[src/rtl/ldst_issue.sv]
// rtl/ldst_issue.sv - load/store request initiator between EX and data memory
// One transaction in flight; loads return data on the WB port, faults raise a sticky err.
module ldst_issue #(
  parameter int D_SIZE        = 32,
  parameter int ADDR_LINE_MEM = 14,
  parameter int ADDR_LINE_REG = 5,
  parameter int TIMEOUT       = 255
) (
  input  logic                     clk,
  input  logic                     reset,
  input  logic                     ex_valid,
  output logic                     ex_ready,
  input  logic                     ex_is_load,
  input  logic                     ex_is_store,
  input  logic [ADDR_LINE_MEM-1:0] ex_addr,
  input  logic [D_SIZE-1:0]        ex_wdata,
  input  logic [ADDR_LINE_REG-1:0] ex_rd,
  output logic                     mem_req,
  output logic                     mem_we,
  output logic [ADDR_LINE_MEM-1:0] mem_addr,
  output logic [D_SIZE-1:0]        mem_wdata,
  input  logic                     mem_gnt,
  input  logic                     mem_rvalid,
  input  logic [D_SIZE-1:0]        mem_rdata,
  output logic                     wb_valid,
  output logic [ADDR_LINE_REG-1:0] wb_rd,
  output logic [D_SIZE-1:0]        wb_data,
  output logic                     err
);

  localparam int CW = $clog2(TIMEOUT + 1);

  typedef enum logic [1:0] {IDLE, REQ, WAIT_RD} state_t;

  state_t                     state_q, state_d;
  logic [CW-1:0]              cnt_q, cnt_d, cnt_inc;
  logic [ADDR_LINE_REG-1:0]   rd_q, rd_d;
  logic                       mem_req_q, mem_req_d;
  logic                       mem_we_q, mem_we_d;
  logic [ADDR_LINE_MEM-1:0]   mem_addr_q, mem_addr_d;
  logic [D_SIZE-1:0]          mem_wdata_q, mem_wdata_d;
  logic                       wb_valid_q, wb_valid_d;
  logic [ADDR_LINE_REG-1:0]   wb_rd_q, wb_rd_d;
  logic [D_SIZE-1:0]          wb_data_q, wb_data_d;
  logic                       err_q, err_d;
  logic                       timeout_hit;

  assign cnt_inc     = cnt_q + 1'b1;
  assign timeout_hit = (cnt_inc == CW'(TIMEOUT));

  always_comb begin
    state_d     = state_q;
    cnt_d       = cnt_q;
    rd_d        = rd_q;
    mem_req_d   = mem_req_q;
    mem_we_d    = mem_we_q;
    mem_addr_d  = mem_addr_q;
    mem_wdata_d = mem_wdata_q;
    wb_valid_d  = 1'b0;
    wb_rd_d     = wb_rd_q;
    wb_data_d   = wb_data_q;
    err_d       = err_q;
    case (state_q)
      IDLE: begin
        if (mem_rvalid) err_d = 1'b1;
        if (ex_valid && (ex_is_load || ex_is_store)) begin
          // The mem_* output flops double as the holding registers for the request.
          mem_addr_d  = ex_addr;
          mem_wdata_d = ex_wdata;
          mem_we_d    = ex_is_store;
          rd_d        = ex_rd;
          mem_req_d   = 1'b1;
          cnt_d       = '0;
          state_d     = REQ;
          if (ex_is_load && ex_is_store) err_d = 1'b1;
        end
      end
      REQ: begin
        if (mem_rvalid) err_d = 1'b1;
        // A grant in the final allowed cycle still wins over the timeout.
        if (mem_gnt) begin
          mem_req_d = 1'b0;
          cnt_d     = '0;
          state_d   = mem_we_q ? IDLE : WAIT_RD;
        end else if (timeout_hit) begin
          mem_req_d = 1'b0;
          err_d     = 1'b1;
          cnt_d     = '0;
          state_d   = IDLE;
        end else begin
          cnt_d = cnt_inc;
        end
      end
      WAIT_RD: begin
        if (mem_rvalid) begin
          wb_data_d  = mem_rdata;
          wb_rd_d    = rd_q;
          wb_valid_d = (rd_q != '0);
          cnt_d      = '0;
          state_d    = IDLE;
        end else if (timeout_hit) begin
          err_d   = 1'b1;
          cnt_d   = '0;
          state_d = IDLE;
        end else begin
          cnt_d = cnt_inc;
        end
      end
      default: begin
        cnt_d   = '0;
        state_d = IDLE;
      end
    endcase
  end

  always_ff @(posedge clk or negedge reset) begin
    if (!reset) begin
      state_q     <= IDLE;
      cnt_q       <= '0;
      rd_q        <= '0;
      mem_req_q   <= 1'b0;
      mem_we_q    <= 1'b0;
      mem_addr_q  <= '0;
      mem_wdata_q <= '0;
      wb_valid_q  <= 1'b0;
      wb_rd_q     <= '0;
      wb_data_q   <= '0;
      err_q       <= 1'b0;
    end else begin
      state_q     <= state_d;
      cnt_q       <= cnt_d;
      rd_q        <= rd_d;
      mem_req_q   <= mem_req_d;
      mem_we_q    <= mem_we_d;
      mem_addr_q  <= mem_addr_d;
      mem_wdata_q <= mem_wdata_d;
      wb_valid_q  <= wb_valid_d;
      wb_rd_q     <= wb_rd_d;
      wb_data_q   <= wb_data_d;
      err_q       <= err_d;
    end
  end

  assign ex_ready  = (state_q == IDLE);
  assign mem_req   = mem_req_q;
  assign mem_we    = mem_we_q;
  assign mem_addr  = mem_addr_q;
  assign mem_wdata = mem_wdata_q;
  assign wb_valid  = wb_valid_q;
  assign wb_rd     = wb_rd_q;
  assign wb_data   = wb_data_q;
  assign err       = err_q;

endmodule

[config.mk]
export PLATFORM = sky130hd
export DESIGN_NAME = ldst_issue
export DESIGN_NICKNAME = d
export VERILOG_FILES = /design/src/rtl/ldst_issue.sv
export SDC_FILE = /design/constraint.sdc
export NUM_CORES = 1
export LEC_CHECK = 0
export BUFFER_PORTS_ARGS = -buffer_cell sky130_fd_sc_hd__buf_4
export CAP_MARGIN = 20
export CORE_AREA = 2 2 102 104
export CTS_CLUSTER_DIAMETER = 80
export DETAILED_ROUTE_END_ITERATION = 8
export DIE_AREA = 0 0 104 106
export GPL_ROUTABILITY_DRIVEN = 0
export HOLD_SLACK_MARGIN = 0.08
export PLACE_DENSITY = 0.85
export SYNTH_ARGS = -nofsm -noshare
export SYNTH_HDL_FRONTEND = slang
export SYNTH_SLANG_ARGS = --single-unit
export TNS_END_PERCENT = 50
[constraint.sdc]
create_clock -name clk -period 1.7 [get_ports clk]
set_input_delay 0.255 -clock clk [delete_from_list [all_inputs] [get_ports clk]]
set_output_delay 0.255 -clock clk [all_outputs]
set_load 0.005 [all_outputs]
==> metrics, run 1 <==
status finished with violations; failing checks setup timing; ys flop type dfrtp_1; post-route design area between 0.006 and 0.007 mm²; Via Count around 3100; # diodes 0; top cells by area, synth dfrtp_1 61%, mux2_2 24%, ha_1 1.8%; RSZ-0062 raised after global routing yes; Async SR Flop Fraction 1.000; drt total wl between 9000 and 10000 µm; Seq. cell area roughly 0.0026 mm²; switching power between 2000 and 3000 µW; vias in the first global route between 3000 and 4000; Slew Limit Fails 0; first-pass GRT wire length about 16000 µm; synthesis-stage register bit count 102; total track usage 0.1781; # setup viols final 9; Vias/cell between 4 and 5; min Tclk post-route around 1.8 ns; worst hold-check path type input pin to flop; synthesized cell area approximately 0.0042 mm²; I/O Buffers 177; worst path buffer plus inverter count 1; fin nets just under 600; Clock Skew roughly 0.0075 ns; Max Cap Viol 0; average routed wire per standard cell ~16 µm; share of layout cells above drive strength 1 0.6524; clock power share 0.162; area leader, netlist dfrtp_1; worst-path fanout max 6; clock latency on the worst-skew pair ~0.36 ns; die width ~100 µm; CP Capture Type flop; remaining antenna violation count 0; CTS HTree Levels 3; # rows 37; worst-margin pin slew roughly 0.56 ns; Slew HR 0.6285; CTS clock-pin slew for the worst setup and hold paths roughly 0.090 ns; Synth cell types 37; Crit path max-delay family simple AND/OR/NAND/NOR gates; Achievable Freq 0.5424 GHz; clock buffer count from CTS 9; Post-Synthesis Cells 290; post-DP HPWL between 7000 and 8000 µm; Post-synth EDFFs 0; CP Cell Sequence inv_2 > ha_4 > nand4_1 > or3_1 > a211oi_2 > nor3b_1 > o21a_1; Core Area about 0.01 mm²; WS Path Type flop to flop; area delta synth->final 47.62%; Slowest Stage Delay on Critical Path 0.47 ns; DR pass1 iterations 4; crit path DAT 2.10 ns; CTS tree yes; Final Hold Vio Count 0; cell-internal power 7143 µW; count leader, synth dfrtp_1; PwrDens about 1600 mW/mm²; period utilisation layout 1.085; part of the power in registers 0.417; Die Y ~110 µm; Pwr Total approximately 10000 µW; final setup margin -0.1438 ns; DP Area ~0.0058 mm²; antenna violations before repair 0; Initial DRC Count about 130; Yosys top cell area share 0.6133; Root Buffer Master clkbuf_8; Sw Share 0.2882; DRC 0; Worst Setup SP cnt_q[0]$_DFFE_PN0P_; CTS max path bufs 2; gr ovfl total 0; Gate power share 0.421; Multi-input gate area 0.001632 mm²; largest net degree at the start of global routing 103; crit path launch type flop; Leakage between 0.002 and 0.003 µW; Layout fillers just under 800; sequential-to-total area share from yosys stat 0.6133; R2R setup slack -0.14 ns; die area 0.01102 mm²; RR Startpoint cnt_q[0]$_DFFE_PN0P_; IO Count approximately 180; Net Count, Synth approximately 390; YS warnings 0; Critical Path RT roughly 2.0 ns; Clock Sinks slightly above 100; slowest CP cell dfrtp_2; Avg Inst Size Synth between 10 and 15 µm²; Post-synth top cells 102 x dfrtp_1, 89 x mux2_2, 13 x nand2_1; peak supply drop 0.0007987 V; Initial Util 0.4162; min-delay src ex_rd[3]
-- state kept, by name (all words and copies together) (netlist names) --
name	count
mem_wdata	32
wb_data	32
mem_addr	14
cnt_q	8
rd_q	5
wb_rd	5
state_q	2
err	1
mem_req	1
mem_we	1
wb_valid	1
-- metal layers --
layer / up-vias / global-route usage / share of wire
li1: 1435 / - / -
met1: 1535 / 0.2006 / 0.39
met3: 16 / 0.05334 / 0.065
met4: 0 / 0.07915 / 0.021
met5: - / 0 / 0
met2: 116 / 0.3130 / 0.52
-- stage by stage --
stage	setup TNS [ns]	util	instances	worst slack, ns	hold WS, ns
4_1_cts	-0.2086	0.6087	625	-0.06058	0.09589
2_1_floorplan	-0.4455	-	290	-0.04907	-0.04059
3_3_place_gp	-0.08162	0.5772	607	-0.06428	0.3586
6_report	-0.5496	0.6144	628	-0.1438	0.1205
5_1_grt	-1.679	0.6144	628	-0.1973	0.09229
3_5_place_dp	-0.8565	0.5772	607	-0.1387	0.3657
-- area by class of cell --
| type | instances | area share |
|---|---|---|
| Multi-Input combinational cell | 174 | 0.2656 |
| Inverter | 3 | 0.001833 |
| Sequential cell | 102 | 0.4159 |
| Tap cell | 136 | 0.02770 |
| Clock inverter | 4 | 0.01181 |
| Clock buffer | 10 | 0.02240 |
| Timing Repair Buffer | 199 | 0.2548 |
-- logic make-up (layout without fill, tap and decap cells) --
kind of cell | Yosys count | count (layout) | synth area share
flip-flops | 102 | 102 | 0.6133
buffers and inverters | 14 | 216 | 0.01624
AND/OR/NAND/NOR | 55 | 55 | 0.07126
adder cells (fa/ha/maj) | 6 | 6 | 0.01804
multiplexers | 89 | 89 | 0.2408
XOR/XNOR | 1 | 1 | 0.002105
AO/OA/AOI/OAI | 23 | 23 | 0.03819
-- path summary, 6_finish.rpt --
kind                                            end  cells past startpoint
hold reg to reg            mem_wdata[9]$_DFFE_PN0P_                      1
setup / recovery                    err$_DFFE_PN0P_                      7
min in group asynchronous   wb_data[30]$_DFFE_PN0P_                      3
setup reg to reg                    err$_DFFE_PN0P_                      7
hold / removal                  rd_q[3]$_DFFE_PN0P_                      2
max in group asynchronous    wb_data[3]$_DFFE_PN0P_                      3
-- power by group through the flow --
| stage | logic [µW] | clock network (µW) | registers [µW] |
|---|---|---|---|
| after floorplan | 1780 | 0 | 4240 |
| after global placement | 4070 | 0 | 4150 |
| after detailed placement | 4210 | 0 | 4230 |
| after CTS | 4240 | 1680 | 4190 |
| after global routing | 4550 | 1790 | 4330 |
| final | 4230 | 1620 | 4180 |
-- repair_timing --
| item | CTS | global route |
|---|---|---|
| setup buffers | 3 | 3 |
| gates resized for setup | 17 | 9 |
| setup endpoints to repair | 19 | 41 |
| hold endpoints to repair | 102 | 0 |
| hold buffers | 1 | 0 |
| pin swaps | 5 | 9 |
-- layout by cell type (no fill, tap or decap), drive strengths merged, types with 2 or more instances in the layout --
cell / count
nand2b: 2
clkbuf: 10
o21ai: 6
nor2b: 3
nand3: 8
ha: 6
inv: 3
nand4: 8
o211ai: 2
a22o: 2
nand2: 13
bufinv: 2
buf: 198
nor2: 6
a21oi: 2
dfrtp: 102
nor3: 2
or3: 5
o21a: 3
mux2: 89
or2: 2
Power figures use the tool's default switching activity.
==> inputs of run 2 (changes only) <==
==> config.mk (replaced) <==
export PLATFORM = sky130hd
export DESIGN_NAME = ldst_issue
export DESIGN_NICKNAME = d
export VERILOG_FILES = /design/src/rtl/ldst_issue.sv
export SDC_FILE = /design/constraint.sdc
export NUM_CORES = 1
export LEC_CHECK = 0
export CAP_MARGIN = 20
export CORE_AREA = 2 2 93 95
export CTS_CLUSTER_DIAMETER = 80
export DETAILED_ROUTE_END_ITERATION = 8
export DIE_AREA = 0 0 95 97
export DONT_BUFFER_PORTS = 1
export GPL_ROUTABILITY_DRIVEN = 0
export HOLD_SLACK_MARGIN = 0.08
export PLACE_DENSITY = 0.78
export SYNTH_ARGS = -nofsm -noshare
export SYNTH_HDL_FRONTEND = slang
export SYNTH_SLANG_ARGS = --single-unit
export TNS_END_PERCENT = 50
==> run 2 against run 1 <==
Compared with the run above:
- the run ends with hold timing, setup timing left
- utilization is 6.9 points higher
- register-to-register slack better by 0.09 ns
- clock skew is 0.0054 ns higher
- final cell count is 19% lower
- critical path depth is 1 lower
- sequential power is 8.1% higher
- final area is 9.5% lower
- non-clock buffer count is 92 lower
- first-iteration DRC count is 84% lower
- critical endpoint is now state_q[1]$_DFFE_PN0P_
- largest power group is now sequential cells
==> metrics, run 2 (synthesis results as in run 1) <==
Hold-fix buffers, CTS 85; Core Area ~0.0081 mm²; CTS max path bufs 2; DR pass1 iterations 4; WS Path Type flop to flop; Initial Util 0.5116; fin nets between 400 and 500; CTS clock-pin slew for the worst setup and hold paths ~0.10 ns; crit path launch type flop; Max Cap Viol 0; failing checks hold timing, setup timing; # setup viols final 4; min Tclk post-route around 1.7 ns; Die Y slightly below 100 µm; # diodes 0; worst hold slack -0.4175 ns; die area 0.009215 mm²; Achievable Freq approximately 0.57 GHz; Slew HR 0.6546; CTS tree yes; Critical Path RT between 1.5 and 2 ns; Total Neg Setup Slack -0.1300 ns; share of layout cells above drive strength 1 0.3657; Vias/cell approximately 5.5; remaining antenna violation count 0; DP Area approximately 0.0044 mm²; final setup margin -0.04977 ns; Slowest Stage Delay on Critical Path between 0.4 and 0.5 ns; Worst Setup SP cnt_q[0]$_DFFE_PN0P_; CTS HTree Levels 3; slowest CP cell dfrtp_2; clock latency on the worst-skew pair roughly 0.35 ns; clock buffer count from CTS 9; crit path DAT 1.99 ns; I/O Buffers 0; Final Hold Vio Count just over 100; Layout fillers roughly 550; largest net degree at the start of global routing ~100; worst-path fanout max 5; period utilisation layout 1.029; peak supply drop about 0.0006 V; Leakage ~0.0024 µW; dpl ws -0.1000 ns; vias in the first global route slightly above 3000; worst hold-check path type input pin to asynchronous set/reset pin; first-pass GRT wire length about 15000 µm; Slew Limit Fails 0; post-route design area approximately 0.0056 mm²; commonest non-fill, non-tap cell in the layout dfrtp_1; Via Count about 2800; die width 95 µm; PwrDens around 1500 mW/mm²; Clock Skew 0.01291 ns; post-DP HPWL ~6000 µm; CP Capture Type flop; status finished with violations; drt total wl 9571 µm; CP Cell Sequence buf_6 > and4_4 > xnor2_2 > a211o_1 > a21o_1 > a22o_1; worst-margin pin slew 0.5158 ns; average routed wire per standard cell 18.88 µm; gr ovfl total 0; Initial DRC Count 21; area delta synth->final 33.64%; RSZ-0062 raised after global routing yes; total track usage 0.2084; DRC 0; IO Count 178; Clock Sinks between 100 and 150; RR Startpoint cnt_q[0]$_DFFE_PN0P_; Root Buffer Master clkbuf_8; # rows 33; antenna violations before repair 0; most frequent cells in the layout 101 x dfrtp_1, 89 x mux2_2, 85 x dlygate4sd3_1
-- run 2: cell count changes in the layout (fill, tap and decap cells not counted), moves of 2 or more --
| cell | change |
|---|---|
| o21ai_0 | +2 |
| buf_4 | -171 |
| dlygate4sd3_1 | +84 |
| bufinv_16 | -2 |
| clkinvlp_4 | +2 |
| buf_6 | -4 |
| o21ai_2 | -2 |
-- run 2: layout make-up --
class | instances | area (µm²) | area share
Clock inverter | 5 | 42.54 | 0.007649
Inverter | 3 | 11.26 | 0.002025
Tap cell | 105 | 131.4 | 0.02362
Sequential cell | 102 | 2554 | 0.4592
Clock buffer | 11 | 151.4 | 0.02722
Multi-Input combinational cell | 174 | 1614 | 0.2902
Timing Repair Buffer | 107 | 1057 | 0.1901
-- run 2: power breakdown --
group / switching (µW) / total (µW) / internal, µW / leakage [µW]
Combinational: 969 / 2590 / 1620 / 0.00107
Sequential: 952 / 4520 / 3570 / 0.00124
Clock: 818 / 1440 / 626 / 0.0000897
Total: 2740 / 8560 / 5820 / 0.00239
-- run 2: final timing paths --
| path | endpoint | slack [ns] | cells past startpoint |
|---|---|---|---|
| setup / recovery | state_q[1]$_DFFE_PN0P_ | -0.05 | 6 |
| hold / removal | mem_wdata[6]$_DFFE_PN0P_ | -0.42 | 0 |
| setup reg to reg | state_q[1]$_DFFE_PN0P_ | -0.05 | 6 |
| hold reg to reg | cnt_q[1]$_DFFE_PN0P_ | 0.54 | 2 |
| max in group asynchronous | cnt_q[6]$_DFFE_PN0P_ | 1.94 | 0 |
| min in group clk | err$_DFFE_PN0P_ | 0.19 | 3 |
-- run 2: critical path, delay by kind of cell (launching register included) --
| family | cells | cell delay (ns) |
|---|---|---|
| compound gates | 3 | 0.73 |
| xor+xnor | 1 | 0.14 |
| buf+inv | 1 | 0.13 |
| flops | 1 | 0.45 |
| simple gates | 1 | 0.19 |
-- run 2: layer usage --
metal  share of wire  GRT usage  wire, µm  vias up
met1            0.36     0.2279      3423     1394
met3           0.091    0.07788       873       20
met5               0          0         0        -
met4           0.019    0.06355       186        0
met2            0.53     0.3693      5087      145
li1                -          -         -     1246
-- run 2: repair_timing --
action | 4_1_cts | 5_1_grt
pin swaps | 1 | 4
setup buffers | 2 | 3
endpoints found under the setup margin | 11 | 70
endpoints found under the hold margin | 187 | 102
resized for setup | 2 | 16
-- run 2: per-stage QoR --
| step | std cells | utilization | power [µW] |
|---|---|---|---|
| after floorplan | 290 | - | 6013 |
| after global placement | 401 | 0.5418 | 6622 |
| after detailed placement | 401 | 0.5418 | 6790 |
| after CTS | 504 | 0.6724 | 8413 |
| after global routing | 507 | 0.6837 | 9125 |
| final | 507 | 0.6837 | 8559 |
